$ cat config.mk
export PLATFORM = sky130hd
export DESIGN_NAME = reg_file_renamed
export DESIGN_NICKNAME = d
export VERILOG_FILES = /design/src/rtl/reg_file_renamed_pkg.sv /design/src/rtl/rf_status_table.sv /design/src/rtl/reg_file_renamed.sv
export SDC_FILE = /design/constraint.sdc
export NUM_CORES = 2
export LEC_CHECK = 0
export CORE_MARGIN = 1
export CORE_UTILIZATION = 45
export CTS_CLUSTER_SIZE = 25
export DETAILED_ROUTE_END_ITERATION = 10
export PLACE_DENSITY = 0.72
export SYNTH_ARGS = -nofsm -noshare
export SYNTH_HDL_FRONTEND = slang
export SYNTH_SLANG_ARGS = --single-unit
$ cat constraint.sdc
create_clock -name clk_in -period 3.55 [get_ports clk_in]
set_clock_uncertainty 0.2 [all_clocks]
set_input_delay 0.71 -clock clk_in [delete_from_list [all_inputs] [get_ports clk_in]]
set_output_delay 0.71 -clock clk_in [all_outputs]
set_load 0.02 [all_outputs]
$ cat src/rtl/reg_file_renamed_pkg.sv
// Shared definitions for the register file, ROB and reservation stations.
package reg_file_renamed_pkg;

  localparam int unsigned RfXlen  = 32;
  localparam int unsigned RfNreg  = 32;
  localparam int unsigned RfAw    = 5;
  localparam int unsigned RobTagW = 4;

  typedef logic [RobTagW-1:0] rob_tag_t;
  typedef logic [RfAw-1:0]    reg_idx_t;

endpackage

$ cat src/rtl/rf_status_table.sv
// Rename status per architectural register: busy bit plus producing ROB tag.
// Lookups return the post-commit, post-flush, pre-rename view.
module rf_status_table #(
  parameter int unsigned NREG  = 32,
  parameter int unsigned AW    = 5,
  parameter int unsigned TAG_W = 4
) (
  input  logic             clk_i,
  input  logic             rst_i,
  input  logic             en_i,
  input  logic             ren_valid_i,
  input  logic [AW-1:0]    ren_rd_i,
  input  logic [TAG_W-1:0] ren_tag_i,
  input  logic             cm_valid_i,
  input  logic [AW-1:0]    cm_rd_i,
  input  logic [TAG_W-1:0] cm_tag_i,
  input  logic             flush_i,
  input  logic [AW-1:0]    rd_rs1_i,
  input  logic [AW-1:0]    rd_rs2_i,
  output logic             rs1_busy_o,
  output logic [TAG_W-1:0] rs1_tag_o,
  output logic             rs2_busy_o,
  output logic [TAG_W-1:0] rs2_tag_o
);

  logic [NREG-1:0]  busy_q, busy_d, busy_post;
  logic [TAG_W-1:0] tag_q [NREG];
  logic [TAG_W-1:0] tag_d [NREG];

  always_comb begin
    for (int unsigned i = 0; i < NREG; i++) begin
      busy_post[i] = busy_q[i];
      // Only the current producer may clear busy; stale commits leave it set.
      if (cm_valid_i && (cm_rd_i == AW'(i)) && (i != 0) && (tag_q[i] == cm_tag_i)) begin
        busy_post[i] = 1'b0;
      end
      if (flush_i) begin
        busy_post[i] = 1'b0;
      end
    end

    busy_d = busy_post;
    tag_d  = tag_q;
    if (!flush_i && ren_valid_i && (ren_rd_i != '0)) begin
      busy_d[ren_rd_i] = 1'b1;
      tag_d[ren_rd_i]  = ren_tag_i;
    end
  end

  assign rs1_busy_o = (rd_rs1_i != '0) && busy_post[rd_rs1_i];
  assign rs2_busy_o = (rd_rs2_i != '0) && busy_post[rd_rs2_i];
  assign rs1_tag_o  = (rd_rs1_i == '0) ? '0 : tag_q[rd_rs1_i];
  assign rs2_tag_o  = (rd_rs2_i == '0) ? '0 : tag_q[rd_rs2_i];

  always_ff @(posedge clk_i) begin
    if (rst_i) begin
      busy_q <= '0;
      for (int unsigned i = 0; i < NREG; i++) begin
        tag_q[i] <= '0;
      end
    end else if (en_i) begin
      busy_q <= busy_d;
      tag_q  <= tag_d;
    end
  end

endmodule

$ cat src/rtl/reg_file_renamed.sv
// Architectural register file with rename status, commit bypass and flush,
// serving two registered source reads per cycle to the issue path.
module reg_file_renamed
  import reg_file_renamed_pkg::*;
#(
  parameter int unsigned XLEN  = RfXlen,
  parameter int unsigned NREG  = RfNreg,
  parameter int unsigned AW    = RfAw,
  parameter int unsigned TAG_W = RobTagW
) (
  input  logic             clk_in,
  input  logic             rst_in,
  input  logic             rdy_in,
  input  logic             rd_req,
  input  logic [AW-1:0]    rd_rs1,
  input  logic [AW-1:0]    rd_rs2,
  output logic             rd_ack,
  output logic [XLEN-1:0]  rs1_val,
  output logic             rs1_busy,
  output logic [TAG_W-1:0] rs1_tag,
  output logic [XLEN-1:0]  rs2_val,
  output logic             rs2_busy,
  output logic [TAG_W-1:0] rs2_tag,
  input  logic             ren_valid,
  input  logic [AW-1:0]    ren_rd,
  input  logic [TAG_W-1:0] ren_tag,
  input  logic             cm_valid,
  input  logic [AW-1:0]    cm_rd,
  input  logic [TAG_W-1:0] cm_tag,
  input  logic [XLEN-1:0]  cm_data,
  input  logic             flush
);

  logic [XLEN-1:0]  regs_q [NREG];
  logic [XLEN-1:0]  regs_d [NREG];

  logic             rd_ack_q, rd_ack_d;
  logic [XLEN-1:0]  rs1_val_q, rs1_val_d, rs2_val_q, rs2_val_d;
  logic             rs1_busy_q, rs1_busy_d, rs2_busy_q, rs2_busy_d;
  logic [TAG_W-1:0] rs1_tag_q, rs1_tag_d, rs2_tag_q, rs2_tag_d;

  logic             st_rs1_busy, st_rs2_busy;
  logic [TAG_W-1:0] st_rs1_tag, st_rs2_tag;

  rf_status_table #(
    .NREG  (NREG),
    .AW    (AW),
    .TAG_W (TAG_W)
  ) u_status (
    .clk_i       (clk_in),
    .rst_i       (rst_in),
    .en_i        (rdy_in),
    .ren_valid_i (ren_valid),
    .ren_rd_i    (ren_rd),
    .ren_tag_i   (ren_tag),
    .cm_valid_i  (cm_valid),
    .cm_rd_i     (cm_rd),
    .cm_tag_i    (cm_tag),
    .flush_i     (flush),
    .rd_rs1_i    (rd_rs1),
    .rd_rs2_i    (rd_rs2),
    .rs1_busy_o  (st_rs1_busy),
    .rs1_tag_o   (st_rs1_tag),
    .rs2_busy_o  (st_rs2_busy),
    .rs2_tag_o   (st_rs2_tag)
  );

  always_comb begin
    regs_d = regs_q;
    if (cm_valid && (cm_rd != '0)) begin
      regs_d[cm_rd] = cm_data;
    end

    rd_ack_d   = rd_req;
    rs1_val_d  = rs1_val_q;
    rs1_busy_d = rs1_busy_q;
    rs1_tag_d  = rs1_tag_q;
    rs2_val_d  = rs2_val_q;
    rs2_busy_d = rs2_busy_q;
    rs2_tag_d  = rs2_tag_q;
    // Reading regs_d gives the commit bypass for free.
    if (rd_req) begin
      rs1_val_d  = (rd_rs1 == '0) ? '0 : regs_d[rd_rs1];
      rs1_busy_d = st_rs1_busy;
      rs1_tag_d  = st_rs1_tag;
      rs2_val_d  = (rd_rs2 == '0) ? '0 : regs_d[rd_rs2];
      rs2_busy_d = st_rs2_busy;
      rs2_tag_d  = st_rs2_tag;
    end
  end

  always_ff @(posedge clk_in) begin
    if (rst_in) begin
      for (int unsigned i = 0; i < NREG; i++) begin
        regs_q[i] <= '0;
      end
      rd_ack_q   <= 1'b0;
      rs1_val_q  <= '0;
      rs1_busy_q <= 1'b0;
      rs1_tag_q  <= '0;
      rs2_val_q  <= '0;
      rs2_busy_q <= 1'b0;
      rs2_tag_q  <= '0;
    end else if (rdy_in) begin
      regs_q     <= regs_d;
      rd_ack_q   <= rd_ack_d;
      rs1_val_q  <= rs1_val_d;
      rs1_busy_q <= rs1_busy_d;
      rs1_tag_q  <= rs1_tag_d;
      rs2_val_q  <= rs2_val_d;
      rs2_busy_q <= rs2_busy_d;
      rs2_tag_q  <= rs2_tag_d;
    end
  end

  assign rd_ack   = rd_ack_q;
  assign rs1_val  = rs1_val_q;
  assign rs1_busy = rs1_busy_q;
  assign rs1_tag  = rs1_tag_q;
  assign rs2_val  = rs2_val_q;
  assign rs2_busy = rs2_busy_q;
  assign rs2_tag  = rs2_tag_q;

endmodule

Word level (Yosys, flattened, before mapping)

Index checks and enable logic that the tools add are counted.

$lt $le $gt $ge: 10
Equal/unequal tests: 62
Muxes and demuxes: 93
Bitwise operators: 5
Reduce and logical (&&, ||, !) cells: 79

Operator list:

| kind                 | number |
|---|---|
| $bwmux W1024         | 1 |
| $mux W1024           | 1 |
| $bmux W32 S5         | 2 |
| $mux W32             | 8 |
| $demux W32 S5        | 1 |
| $bwmux W128          | 1 |
| $eq A4 B4 Y1         | 31 |
| $eq A5 B5 Y1 const B | 16 |
| $logic_and A1 B1 Y1  | 70 |
| $mux W1              | 66 |
| $bmux W4 S5          | 2 |
| $eq A5 B4 Y1 const B | 8 |
| $or A32 B32 Y32      | 1 |
| $mux W4              | 7 |
| $ge A6 B6 Y1 const B | 4 |
| $not A5 Y6           | 4 |
| $demux W4 S5         | 1 |
| $eq A5 B3 Y1 const B | 4 |
| $reduce_bool A5 Y1   | 4 |
| $lt A5 B6 Y1 const B | 3 |
| $lt A6 B1 Y1 const B | 2 |
| $bmux W1 S5          | 2 |
| $eq A5 B2 Y1 const B | 2 |
| $logic_not A5 Y1     | 2 |
| other kinds (5)      | 6 |

Register bits after elaboration: 1259
Bits of input ports: 67
Output and inout bits: 75
Logic and storage cells: 321

Longest topological paths before layout

Depth in word-level cells: 11
Gate-level depth with buffers: 12
Depth with buffers taken out: 7

By module

A second synthesis with hierarchy kept.

Cells, all modules: 10206
Area total of the unflattened synthesis: 72605.9 µm²

Modules (own cells, without submodules):

| module           | instances | cells each | area an instance (µm²) | sequential area each (µm²) |
|---|---|---|---|---|
| reg_file_renamed | 1         | 9079       | 62118.3                | 22001.1 |
| rf_status_table  | 1         | 1127       | 10487.6                | 3203.1 |

Worst setup path before layout

No wires, ideal clock.

Path kind: input port to flip-flop
Start: input cm_rd[3]
End: register rs2_val_q[16], in the netlist rs2_val[16]
Data arrival time: 2.997 ns
Required time: 3.214 ns
Slack: 0.217 ns
Stages on the path: 11
Path buffers: 4
Path through: buf_4 > or4b_1 > buf_6 > nor2_8 > buf_12 > buf_12 > mux2_2 > o2111ai_1 > o41ai_1 > a2111oi_0 > a211oi_1

Cells in the longest elaborated chain, start to end: 11
Elaborated cells between the ends (all ways): 14
Those cells by class: 2 x order compare; 8 x mux; 1 x bitwise; 3 x reduce/logical

RTL lines:

| item                                                                      | line                    | source |
|---|---|---|
| start, declared                                                           | reg_file_renamed.sv:28  | `input logic [AW-1:0] cm_rd,` |
| $not A5 Y6 (not written as such)                                          | reg_file_renamed.sv:71  | `regs_d[cm_rd] = cm_data;` |
| $ge A6 B6 Y1 (not written as such) / $lt A6 B1 Y1 (equally long branches) | reg_file_renamed.sv:71  |  |
| $logic_and A1 B1 Y1 (not written as such)                                 | reg_file_renamed.sv:71  |  |
| $mux W32 (not written as such)                                            | reg_file_renamed.sv:71  |  |
| $demux W32 S5                                                             | reg_file_renamed.sv:71  |  |
| $bwmux W1024                                                              | reg_file_renamed.sv:71  |  |
| $mux W1024 *                                                              | reg_file_renamed.sv:70  | `if (cm_valid && (cm_rd != '0)) begin` |
| $bmux W32 S5 *                                                            | reg_file_renamed.sv:86  | `rs2_val_d = (rd_rs2 == '0) ? '0 : regs_d[rd_rs2];` |
| $mux W32 (not written as such) * (2 in a row)                             | reg_file_renamed.sv:86  |  |
| $mux W32 *                                                                | reg_file_renamed.sv:86  |  |
| end signal, assigned                                                      | reg_file_renamed.sv:110 | `rs2_val_q <= rs2_val_d;` |
| end, declared                                                             | reg_file_renamed.sv:38  | `logic [XLEN-1:0] rs1_val_q, rs1_val_d, rs2_val_q, rs2_val_d;` |

Mark *: on every way between the ends. The rest lies on a longest branch, timed or not. The select of a mux whose other input is x is not followed.
A chain may end at the register's enable or synchronous reset.

Final worst setup path

Start: input cm_rd[3]
End: register rs2_val_q[3], in the netlist rs2_val[3]

The elaborated chain is that of the path after synthesis.

==> results.sh <==
export IMPL_syn_num_nets=8964
export IMPL_htree_levels=4
export IMPL_min_to="regs_q[15]$_SDFFE_PP0P_"
export IMPL_timing_fmax_mhz=276
export IMPL_clk_latency_ns=0.85
export IMPL_dp_slack_ns=-1.14
export IMPL_whs_ns=0.0487
export IMPL_dr_pass1_iters=7
export IMPL_worstHoldPathType="input port to flop"
export IMPL_cellLeakagePower_nw=31.0
export IMPL_final_setup_tns_ns=-0.0725
export IMPL_regToRegStartpoint="u_status.tag_q[63]$_SDFFE_PP0P_"
export IMPL_drive_gt1_share_pct=22.7
export IMPL_vias=79100
export IMPL_irDropWorstVdd_mv=0.553
export IMPL_pwr_share_comb_pct=13.8
export IMPL_powerDensity_nw_per_um2=384
export IMPL_gp_congestion=1.07
export IMPL_arrival_ns=4.21
export IMPL_hold_viol=0
export IMPL_synthCells=8897
export IMPL_regToRegSetupSlack_ns=0.61
export IMPL_syn_area_um2=75500
export IMPL_areaGrowthSynthToFinish_pct=24.2
export IMPL_cts_num_sinks=1259
export IMPL_p_sw_mw=10.3
export IMPL_crit_type="input port to flop"
export IMPL_die_area_um2=169000
export IMPL_p_int_mw=25.6
export IMPL_crit_required_ns=4.13
export IMPL_routedWlPerCell_um=35.8
export IMPL_async_flop_share_pct=0
export IMPL_die_w_um=411
export IMPL_slew_headroom_pct=19.4
export IMPL_cp_end_kind="flop"
export IMPL_grt_pass1_wl_um=581000
export IMPL_fin_nets=9592
export IMPL_std_cell_rows=149
export IMPL_clkPwrFrac_pct=46.2
export IMPL_io_pins=142
export IMPL_synth_edf_count=0
export IMPL_postRouteAntennaNets=0
export IMPL_initial_core_util_pct=45.5
export IMPL_maxCapViolCount=0
export IMPL_p_seq_share_pct=40.0
export IMPL_ys_seq_area_share_pct=33.4
export IMPL_final_area_um2=93800
export IMPL_layout_setup_ws_ns=-0.0725
export IMPL_grt_pass1_vias=73300
export IMPL_synth_seq_cells=1259
export IMPL_clk_pin_slew_ns=0.06
export IMPL_place_area_um2=88400
export IMPL_clockBufferDepth=3
export IMPL_drc=0
export IMPL_start_kind="input port"
export IMPL_utilization_pct=56.6
export IMPL_layout_commonest_cell="nand2_1"
export IMPL_grt_antenna_before_repair=39
export IMPL_hold_start="cm_data[15]"
export IMPL_placed_cells=11600
export IMPL_final_cell_mix="nand2_1, dfxtp_1, a21oi_1"
export IMPL_fill_cells=14800
export IMPL_path_max_fanout=14
export IMPL_grt_overflow=0
export IMPL_grt_use_total_pct=48.8
export IMPL_final_cells=11800
export IMPL_ys_flop_type="dfxtp_1"
export IMPL_cts_root_buf="clkbuf_16"
export IMPL_syn_area_per_cell_um2=8.48
export IMPL_yosys_warnings=0
export IMPL_io_buffers=141
export IMPL_setup_violations=1
export IMPL_grt_max_degree=147
export IMPL_dr_first_iter_drc_count=12900
export IMPL_die_h_um=411
export IMPL_synth_cell_types=93
export IMPL_rsz0062_at_grt="false"
export IMPL_swShare_pct=28.7
export IMPL_fin_crit_ns=3.62
export IMPL_dpl_hpwl_um=310000
export IMPL_core_um2=166000
export IMPL_status="finished with violations"
export IMPL_min_path_cells=3
export IMPL_via_per_inst=6.68
export IMPL_wl_um=424000
export IMPL_r2r_end="rs1_busy$_SDFFE_PP0P_"
export IMPL_worst_pin_slew_ns=1.21
export IMPL_cts_made_buffers=152
export IMPL_post_route_period_util_pct=102
export IMPL_maxSlewViolCount=0
export IMPL_finalPower_mw=36.0
export IMPL_worstRegToRegCells=8
export IMPL_violations="setup timing"
export IMPL_cts_tree="done"
==> worst max-delay path, stage by stage <==
cell and delay [ns]:
clkdlybuf4s50_1 0.44, buf_12 0.17, or4b_1 0.49, buf_4 0.19, buf_4 0.15, nor2_8 0.10, buf_12 0.19, buf_4 0.16
mux2i_1 0.10, mux4_2 0.55, a211oi_1 0.63, a32o_1 0.26
==> worst max-delay path by stage <==
stage | start | end | slack [ns]
after floorplan | cm_rd[3] | rs2_val[16]$_SDFFE_PP0P_ | 0.22
after global placement | cm_rd[2] | rs1_val[28]$_SDFFE_PP0P_ | -1.11
after detailed placement | cm_rd[2] | rs1_val[28]$_SDFFE_PP0P_ | -1.14
after CTS | cm_rd[1] | rs1_val[21]$_SDFFE_PP0P_ | 0.006
after global routing | cm_rd[3] | rs1_val[16]$_SDFFE_PP0P_ | 0.008
final | cm_rd[3] | rs2_val[3]$_SDFFE_PP0P_ | -0.07
==> state kept, by name (all words and copies together), names as in the netlist <==
signal	count
rs1_val	32
rs1_tag	4
rs2_busy	1
u_status.busy_q	32
rs2_tag	4
rs2_val	32
regs_q	1024
rd_ack	1
u_status.tag_q	128
rs1_busy	1
==> power by group through the flow <==
stage | combinational [mW] | sequential, mW | clock [mW]
after floorplan | 2.13 | 14.6 | 0
after global placement | 4.68 | 14.7 | 0
after detailed placement | 4.70 | 14.7 | 0
after global routing | 4.94 | 14.4 | 17.2
final | 4.96 | 14.4 | 16.6
after CTS | 4.72 | 14.4 | 16.6
==> what timing repair did <==
| action | in CTS | in global routing |
|---|---|---|
| hold endpoints to repair | 13 | 0 |
| hold buffers | 4 | 0 |
| setup buffers | 0 | 0 |
| setup endpoints to repair | 8 | 21 |
| resized for setup | 9 | 15 |
==> synth_stat cells, types with 19 or more instances <==
cell,n,share of area [%]
a211oi_1,125,1.2
a21oi_1,1134,7.5
a221oi_1,32,0.37
a22oi_1,62,0.62
a311oi_1,20,0.23
a31oi_1,47,0.39
a32o_1,22,0.29
a32oi_1,23,0.27
and2_1,24,0.20
and3_1,32,0.27
buf_1,71,0.35
buf_2,92,0.61
buf_4,49,0.49
clkbuf_1,747,3.7
dfxtp_1,1259,33
mux2_2,48,0.72
mux2i_1,1098,15
mux4_2,439,13
nand2_1,2286,11
nand3_1,106,0.70
nor2_1,407,2.0
nor2b_1,37,0.31
nor3_1,70,0.46
nor4_1,22,0.18
o21ai_0,94,0.62
o21ai_1,21,0.14
o221ai_1,19,0.22
o22ai_1,65,0.54
xnor2_1,64,0.74
xor2_1,60,0.70
==> cells by family after synthesis <==
logic type / Yosys count / synth area share (%)
flops: 1259 / 33.4
simple gates: 3082 / 16.6
compound gates: 1851 / 14.7
mux: 1589 / 28.4
buf+inv: 992 / 5.42
xor+xnor: 124 / 1.44
==> per-layer routing <==
metal  share of wire, %  vias to the layer above  GRT usage [%]
li1                   -                    32800              -
met3                 13                     1419           14.7
met1                 38                    38900           62.3
met5               0.11                        -              0
met4                8.8                       36           36.0
met2                 41                     5883           69.2
==> area by class of cell <==
cell class              count  area, µm²  share of cell area, %
well taps                2189       2740                   2.92
multi-input cells        6646      46500                   49.6
clock inverters            49        681                  0.726
inverters                  26        124                  0.132
flip-flops and latches   1259      25200                   26.9
diodes                     12       30.0                 0.0320
clock buffers             220       4480                   4.77
repair buffers           1440      14000                   14.9
No activity file was read; power rests on OpenSTA's default activity.
